==> config.mk <==
export PLATFORM = sky130hd
export DESIGN_NAME = fetch_queue_flat
export DESIGN_NICKNAME = d
export VERILOG_FILES = /design/src/rtl/fetch_queue_if.sv /design/src/rtl/fetch_queue.sv /design/src/flat_wrapper.sv
export SDC_FILE = /design/constraint.sdc
export NUM_CORES = 1
export LEC_CHECK = 0
export CORE_ASPECT_RATIO = 0.75
export CORE_UTILIZATION = 45
export DETAILED_ROUTE_END_ITERATION = 16
export PLACE_DENSITY = 0.67
export REMOVE_ABC_BUFFERS = 1
export SETUP_SLACK_MARGIN = 0.5
export SYNTH_ARGS = -nofsm -noshare
export SYNTH_HDL_FRONTEND = slang
export SYNTH_SLANG_ARGS = --single-unit
export TNS_END_PERCENT = 100
==> constraint.sdc <==
create_clock -name clk -period 5.1 [get_ports clk]
set_input_delay 1.02 -clock clk [delete_from_list [all_inputs] [get_ports clk]]
set_output_delay 1.02 -clock clk [all_outputs]
set_load 0.01 [all_outputs]
==> src/rtl/fetch_queue_if.sv <==
// fetch_queue_if: instruction-memory request/response bus between the fetch
// front end (master) and the instruction memory (slave).
interface fetch_queue_if;
    logic        imem_req;
    logic [31:0] imem_addr;
    logic        imem_ready;
    logic        imem_rvalid;
    logic [31:0] imem_rdata;

    modport master (
        output imem_req,
        output imem_addr,
        input  imem_ready,
        input  imem_rvalid,
        input  imem_rdata
    );

    modport slave (
        input  imem_req,
        input  imem_addr,
        output imem_ready,
        output imem_rvalid,
        output imem_rdata
    );
endinterface

==> src/rtl/fetch_queue.sv <==
// fetch_queue: in-order instruction prefetch queue feeding the IF/ID register.
// Issues sequential word fetches, buffers returned words in a DEPTH-entry
// FIFO and squashes queued and in-flight fetches on a branch redirect.
// Optional macro FETCH_PERF_EN adds saturating fetch/squash counters.
module fetch_queue #(
    parameter int unsigned DEPTH    = 4,
    parameter logic [31:0] RESET_PC = 32'h0000_0000
) (
    input  logic                clk,
    input  logic                reset,
    input  logic                PCSrc,
    input  logic [31:0]         PC_Branch,
    input  logic                IF_ID_write,
    fetch_queue_if.master       mem,
    output logic                IF_valid,
    output logic [31:0]         PC_IF,
    output logic [31:0]         INSTRUCTION_IF
`ifdef FETCH_PERF_EN
    ,
    output logic [31:0]         perf_fetched,
    output logic [31:0]         perf_squashed
`endif
);

    localparam int unsigned     PW      = $clog2(DEPTH);
    localparam int unsigned     CW      = PW + 1;
    localparam logic [CW-1:0]   DEPTH_C = CW'(DEPTH);
    localparam logic [31:0]     NOP     = 32'h0000_0013;

    logic [31:0]   fetch_pc;
    logic [CW-1:0] occ;      // entries held in the FIFO
    logic [CW-1:0] live;     // accepted fetches whose data will be kept
    logic [CW-1:0] discard;  // accepted fetches whose data will be dropped
    logic [PW-1:0] rd_ptr;
    logic [PW-1:0] wr_ptr;
    logic [PW-1:0] iss_ptr;

    logic [31:0]   pc_mem  [DEPTH];
    logic [31:0]   ins_mem [DEPTH];

    logic          req;
    logic          issue;
    logic          push;
    logic          drop;
    logic          pop;

    // Only the low bits of the redirect target are ignored.
    logic [1:0]    unused_branch_bits;
    assign unused_branch_bits = PC_Branch[1:0];

    // The next fetch lands in the slot just past every live fetch, so its PC
    // sits beside the data slot its response will fill.
    assign iss_ptr = wr_ptr + live[PW-1:0];

    // Handshake decode: issue credit, response routing and head consumption.
    always_comb begin
        // NOTE: every output of this block is defaulted first so no path infers a latch.
        req   = 1'b0;
        issue = 1'b0;
        push  = 1'b0;
        drop  = 1'b0;
        pop   = 1'b0;
        if (reset && !PCSrc) begin
            req   = ((occ + live) < DEPTH_C) && ((live + discard) < DEPTH_C);
            issue = req && mem.imem_ready;
            drop  = mem.imem_rvalid && (discard != '0);
            push  = mem.imem_rvalid && (discard == '0);
            pop   = (occ != '0) && IF_ID_write;
        end
    end

    assign mem.imem_req  = req;
    assign mem.imem_addr = fetch_pc;

    // Fetch PC, occupancy/credit counters and FIFO pointers; redirect wins.
    always_ff @(posedge clk or negedge reset) begin
        // NOTE: non-blocking assignments so every flop samples pre-edge values.
        if (!reset) begin
            fetch_pc <= RESET_PC;
            occ      <= '0;
            live     <= '0;
            discard  <= '0;
            rd_ptr   <= '0;
            wr_ptr   <= '0;
        end else if (PCSrc) begin
            fetch_pc <= {PC_Branch[31:2], 2'b00};
            occ      <= '0;
            live     <= '0;
            discard  <= discard + live - CW'(mem.imem_rvalid);
            rd_ptr   <= '0;
            wr_ptr   <= '0;
        end else begin
            if (issue) fetch_pc <= fetch_pc + 32'd4;
            occ     <= occ + CW'(push) - CW'(pop);
            live    <= live + CW'(issue) - CW'(push);
            discard <= discard - CW'(drop);
            if (push) wr_ptr <= wr_ptr + 1'b1;
            if (pop)  rd_ptr <= rd_ptr + 1'b1;
        end
    end

    // PC slot written at issue, instruction slot written at response.
    always_ff @(posedge clk) begin
        // NOTE: storage arrays are not reset; outputs are qualified by occ instead.
        if (issue) pc_mem[iss_ptr] <= fetch_pc;
        if (push)  ins_mem[wr_ptr] <= mem.imem_rdata;
    end

    assign IF_valid       = (occ != '0);
    assign PC_IF          = IF_valid ? pc_mem[rd_ptr]  : 32'h0;
    assign INSTRUCTION_IF = IF_valid ? ins_mem[rd_ptr] : NOP;

`ifdef FETCH_PERF_EN
    logic [CW-1:0] squash_inc;
    logic [32:0]   squash_sum;

    assign squash_inc = (PCSrc ? occ : '0)
                      + CW'(mem.imem_rvalid && ((discard != '0) || PCSrc));
    assign squash_sum = {1'b0, perf_squashed} + 33'(squash_inc);

    // Saturating counters: pushes into the FIFO, and flushed or dropped fetches.
    always_ff @(posedge clk or negedge reset) begin
        if (!reset) begin
            perf_fetched  <= '0;
            perf_squashed <= '0;
        end else begin
            if (push && (perf_fetched != '1)) perf_fetched <= perf_fetched + 32'd1;
            perf_squashed <= squash_sum[32] ? '1 : squash_sum[31:0];
        end
    end
`endif

endmodule
==> src/flat_wrapper.sv <==
// flat-port wrapper written by rule: the top's interface ports become plain ports
module fetch_queue_flat 
#(
    parameter int unsigned DEPTH    = 4,
    parameter logic [31:0] RESET_PC = 32'h0000_0000
)
  (clk, reset, PCSrc, PC_Branch, IF_ID_write, IF_valid, PC_IF, INSTRUCTION_IF, mem_imem_req, mem_imem_addr, mem_imem_ready, mem_imem_rvalid, mem_imem_rdata);
  fetch_queue_if mem_i ();
  input  logic clk;
  input  logic reset;
  input  logic PCSrc;
  input  logic [31:0] PC_Branch;
  input  logic IF_ID_write;
  output logic IF_valid;
  output logic [31:0] PC_IF;
  output logic [31:0] INSTRUCTION_IF;
  output wire logic [$bits(mem_i.imem_req)-1:0] mem_imem_req;
  output wire logic [$bits(mem_i.imem_addr)-1:0] mem_imem_addr;
  input wire logic [$bits(mem_i.imem_ready)-1:0] mem_imem_ready;
  input wire logic [$bits(mem_i.imem_rvalid)-1:0] mem_imem_rvalid;
  input wire logic [$bits(mem_i.imem_rdata)-1:0] mem_imem_rdata;
  assign mem_imem_req = mem_i.imem_req;
  assign mem_imem_addr = mem_i.imem_addr;
  assign mem_i.imem_ready = mem_imem_ready;
  assign mem_i.imem_rvalid = mem_imem_rvalid;
  assign mem_i.imem_rdata = mem_imem_rdata;
  fetch_queue #(.DEPTH(DEPTH), .RESET_PC(RESET_PC)) u_core (.clk(clk), .reset(reset), .PCSrc(PCSrc), .PC_Branch(PC_Branch), .IF_ID_write(IF_ID_write), .mem(mem_i), .IF_valid(IF_valid), .PC_IF(PC_IF), .INSTRUCTION_IF(INSTRUCTION_IF));
endmodule
# Word level (Yosys, flattened, before mapping)
# Memories as Yosys holds them, arrays and structs flattened.
# Index checks and enable logic that the tools add are counted.
# word_totals
ff_bits,45
mem_bits_rw,256
inputBits,70
mem_count,2
# classes
add_sub_neg,12
n_lt_le_gt_ge,2
muxes,20
reduce_logical,13
# mem_list
memory,words,width,rd,rd_clocked_by_memory_dff,write_ports,line,rtl
u_core.ins_mem,4,32,1,0,1,fetch_queue.sv:39,logic [31:0] ins_mem [DEPTH];
u_core.pc_mem,4,32,1,0,1,fetch_queue.sv:38,logic [31:0] pc_mem [DEPTH];
# ops
cell,n
32-bit two-way mux,4
32-bit by 3-bit adder with 32-bit output (second input constant),1
3-bit by 1-bit subtractor with 3-bit output,4
1-bit two-way mux,9
3-bit two-way mux,3
2-bit two-way mux,4
3-bit by 1-bit adder with 3-bit output,2
3-bit adder,2
1-bit logical AND,6
3-bit < comparator (second input constant),2
2-bit nonzero test,3
3-bit nonzero test,2
2-bit by 1-bit adder with 2-bit output (second input constant),2
3-bit logical NOT,1
2-bit adder,1
1-bit logical NOT,1

# Longest topological paths before layout
# logic_depth
word_depth,8
ltp_mapped,14
ltp_nobuf,12

# Least setup slack after synthesis
# OpenSTA, ideal clock, no wires.
# synth_path
path_kind,in2reg
startpoint,in PCSrc
endpoint,mem u_core.pc_mem[0][10] (enable)
arrival_ns,4.187
setup_slack_ns,0.458
stages,7
path_buffers,3
cell_sequence,clkbuf_1 -> nor2b_1 -> nand3_2 -> or2_1 -> buf_6 -> buf_2 -> nor3_1
# synth_via
elab_chain_len,5
# synth_rtl
item,line,rtl
from (decl),flat_wrapper.sv:11,input logic PCSrc;
1-bit logical NOT,fetch_queue.sv:63,if (reset && !PCSrc) begin
1-bit logical AND,fetch_queue.sv:63,
1-bit two-way mux,fetch_queue.sv:63,
1-bit two-way mux,fetch_queue.sv:105,if (issue) pc_mem[iss_ptr] <= fetch_pc;
1-bit two-way mux (implied by the code),fetch_queue.sv:105,
to (decl),fetch_queue.sv:38,
# Every way passes these cells.

# Worst setup path after layout
# layout_path
startpoint,reg u_core.rd_ptr[0]
endpoint,out PC_IF[3]
# layout_via
elab_chain_len,2
# layout_rtl
item,line,rtl
from (decl),fetch_queue.sv:34,logic [PW-1:0] rd_ptr;
from (signal assigned),fetch_queue.sv:98,if (pop) rd_ptr <= rd_ptr + 1'b1;
memory 4 x 32 bit,--,
32-bit two-way mux,fetch_queue.sv:110,assign PC_IF = IF_valid ? pc_mem[rd_ptr] : 32'h0;
to (decl),flat_wrapper.sv:15,output logic [31:0] PC_IF;
# Every way passes these cells.

==> summary.txt <==
Run status
  – Status: finished, final reports clean

Setup path
  – Nature of the critical path startpoint: flop
  – WP data required: 4080 ps
  – WS Path Type: flop to output port
  – Critical path endpoint category: output port
  – Data arrival, critical path: 3030 ps
  – CP max FO: 36

Clock tree
  – Clk_lat worst skew: 530 ps
  – # hold bufs at CTS: 0
  – Post-CTS setup buffer count: 0
  – Root Buffer: clkbuf_16
  – CTS resizes: 0
  – Clock slew at reported path FFs: 60 ps
  – H-tree depth: 1
  – CTS tree: yes
  – TritonCTS buffer count: 28
  – CTS max path bufs: 3
  – CTS sink cnt: 291

Drt
  – Drc violations: 0
  – Iteration-0 DRC count of the detailed router: 367
  – Vias: 6807
  – Routed Antenna Nets: 0
  – DR pass1 iterations: 5
  – Vias per cell: 5.415
  – WL/cell: 20.64 microns
  – Final wirelength: 25950 microns

STA
  – Final Critical Period: 4052 ps
  – Slew @ Worst Pin: 931.7 ps
  – Min Hold Slack: 498.7 ps
  – RSZ-0062 raised after global routing: no
  – Setup violators final: 0
  – Final Skew: 13.51 ps
  – Final hold vios: 0
  – Post-Route Setup TNS: 0 ps
  – Max Clk Rate: 0.2468 GHz
  – Final Cycle Share: 0.7944
  – Relative slew slack: 0.3789
  – Max-slew violation count: 0

Placed design
  – Routability Congestion: 0.7792
  – Input/output buffers: 161
  – HPWL after DPL: 16110 microns

Synthesis
  – Yosys warning total: 0
  – Cells after Synth: 718
  – Yosys top cell by area: edfxtp_1
  – Synth top area cells: edfxtp_1 (61%), mux4_2 (11%), dfrtp_1 (8.8%)
  – FF+latch count, synth: 291
  – Post-Syn Area: 12200 sq um
  – Sequential fraction of the synthesis area: 0.6985
  – Top cell type's share of synthesized area: 0.6103
  – Syn avg cell area: 16.99 sq um
  – Synth cell types: 48

Floorplanning
  – Die area: 27780 sq um
  – Cell Rows: 51
  – DIE WIDTH: 192.1 microns
  – Io pins: 168
  – Core Box Area: 26290 sq um
  – Die height: 144.6 microns
  – Initial Utilization: 0.4641

Final layout
  – Final nets: 979
  – Fraction of layout cells with a size suffix above 1: 0.1568
  – Area Growth Syn to Fin: 24.55%

Power and ir drop
  – Part of the power in registers: 0.498
  – Switching fraction of total power: 0.2329
  – Comb pwr share: 0.131
  – Cell internal pwr: 4.395 mW
  – Share of total power in the clock network: 0.372
  – Max VDD drop: 0.2634 mV
  – Leakage power total: 5.158 nW
  – Power per standard cell area: 377.0 nW/um^2
  – Sw power: 1.334 mW

Global routing
  – Antenna violations before repair: 0
  – Vias in the first global route: 6836
  – Gr ovfl total: 0
  – Tot GR Track Use: 0.1910
  – Largest net degree at the start of global routing: 48
  – First-pass GRT wire length: 39860 microns

Worst hold path
  – Hold Path Class: flop to flop

Run
  – Total of max-cap violations: 0
cell usage after synthesis (all sizes together):
cell and instances:
nor3b 2, or3 3, nand4 9, buf 20, o211ai 1, nor2b 3
o311ai 3, xor3 1, o22ai 1, o31a 13, o221a 1, edfxtp 248
mux2i 4, dfrtp 43, nor2 18, and3 9, fa 3, a21o 3
a22oi 2, ha 16, and2 63, a211oi 3, a21oi 17, mux4 62
nor3 8, o31ai 1, or2 4, conb 1, clkbuf 21, nand2 33
xnor2 8, inv 33, nand3 13, a31oi 1, o21a 1, xor2 5
clkinv 1, nor4 6, o21ai 25, a221o 9
cells in the final DEF, fill, tap and decap left out, types with 4 or more instances in the layout:
master,count
a221o_1,9
inv_1,32
nor3_1,6
and2_1,63
o21ai_0,20
nand2_1,33
bufinv_16,4
nand4_1,9
a21oi_1,17
mux4_2,62
clkinv_1,4
clkdlybuf4s50_1,160
clkbuf_16,29
conb_1,4
nor4_2,5
and3_1,9
clkinv_2,7
xnor2_1,7
xor2_1,5
nor2_1,18
ha_1,16
o21ai_1,5
nand3_1,12
mux2i_1,4
dfrtp_1,41
edfxtp_1,248
buf_4,17
clkbuf_1,5
o31a_1,13
worst paths after layout:
path	from	end	slack [ps]	cells after the start
setup / recovery	u_core.rd_ptr[0]	PC_IF[3]	1050	4
hold / removal	u_core.discard[2]	u_core.discard[2]	500	1
setup reg to reg	u_core.live[0]	u_core.live[1]	1380	11
hold reg to reg	u_core.discard[2]	u_core.discard[2]	500	1
max in group asynchronous	reset	u_core.rd_ptr[0]	4050	2
min in group asynchronous	reset	u_core.mem.imem_addr[13]	600	2
critical path, stage by stage, from the launching register on:
cell             delay, ps
dfrtp_4                850
buf_12                 370
mux4_2                 590
and2_1                 180
clkdlybuf4s50_1        470
kinds of logic after synthesis:
logic type | after synthesis | share of synthesized area
flops | 291 | 0.6985
xor+xnor | 14 | 0.01200
fa+ha+maj | 19 | 0.02133
other cells | 1 | 0.0003073
buf+inv | 75 | 0.02810
compound gates | 81 | 0.04481
simple gates | 171 | 0.07722
mux | 66 | 0.1177
area by class of cell:
class                           count  area, sq um
Antenna cell                        1        2.502
Clock buffer                       37        785.8
Clock inverter                     15        177.7
Fill cell                        2004        11090
Inverter                           34        128.9
Multi-Input combinational cell    355         3369
Sequential cell                   291         8528
Tap cell                          344        430.4
Timing Repair Buffer              180         1774
power by group through the flow:
stage	sequential, mW	combinational (mW)	clock (mW)
final	2.85	0.749	2.13
after global routing	2.87	0.820	2.28
after CTS	2.85	0.761	2.17
after detailed placement	2.90	0.756	0
after global placement	2.90	0.749	0
after floorplan	2.88	0.358	0
per-stage QoR:
| stage | setup slack, ps | power, mW | area (sq um) | std cells | utilization |
|---|---|---|---|---|---|
| 5_1_grt | 861.2 | 5.966 | 15190 | 1256 | 0.5780 |
| 4_1_cts | 984.7 | 5.783 | 15190 | 1256 | 0.5780 |
| 6_report | 1048 | 5.729 | 15200 | 1257 | 0.5781 |
| 3_5_place_dp | 1056 | 3.658 | 14230 | 1204 | 0.5413 |
| 2_1_floorplan | 480.1 | 3.237 | 12000 | 680 | - |
| 3_3_place_gp | 1057 | 3.647 | 14230 | 1204 | 0.5413 |
per-layer routing:
layer | up-vias | global-route usage | wire length (microns)
met5 | - | 0 | 0
met4 | 0 | 0.04600 | 495
met3 | 36 | 0.02791 | 1339
met2 | 194 | 0.2851 | 11900
met1 | 3463 | 0.2951 | 12210
li1 | 3114 | - | -
state kept, by name, summed over array words and instances (netlist names):
signal and flops:
u_core.occ 3, u_core.ins_mem 128, u_core.wr_ptr 2, u_core.live 3, u_core.discard 3, u_core.mem.imem_addr 30
u_core.rd_ptr 2, u_core.pc_mem 120
Note: power is estimated with default switching activity, not from simulation.
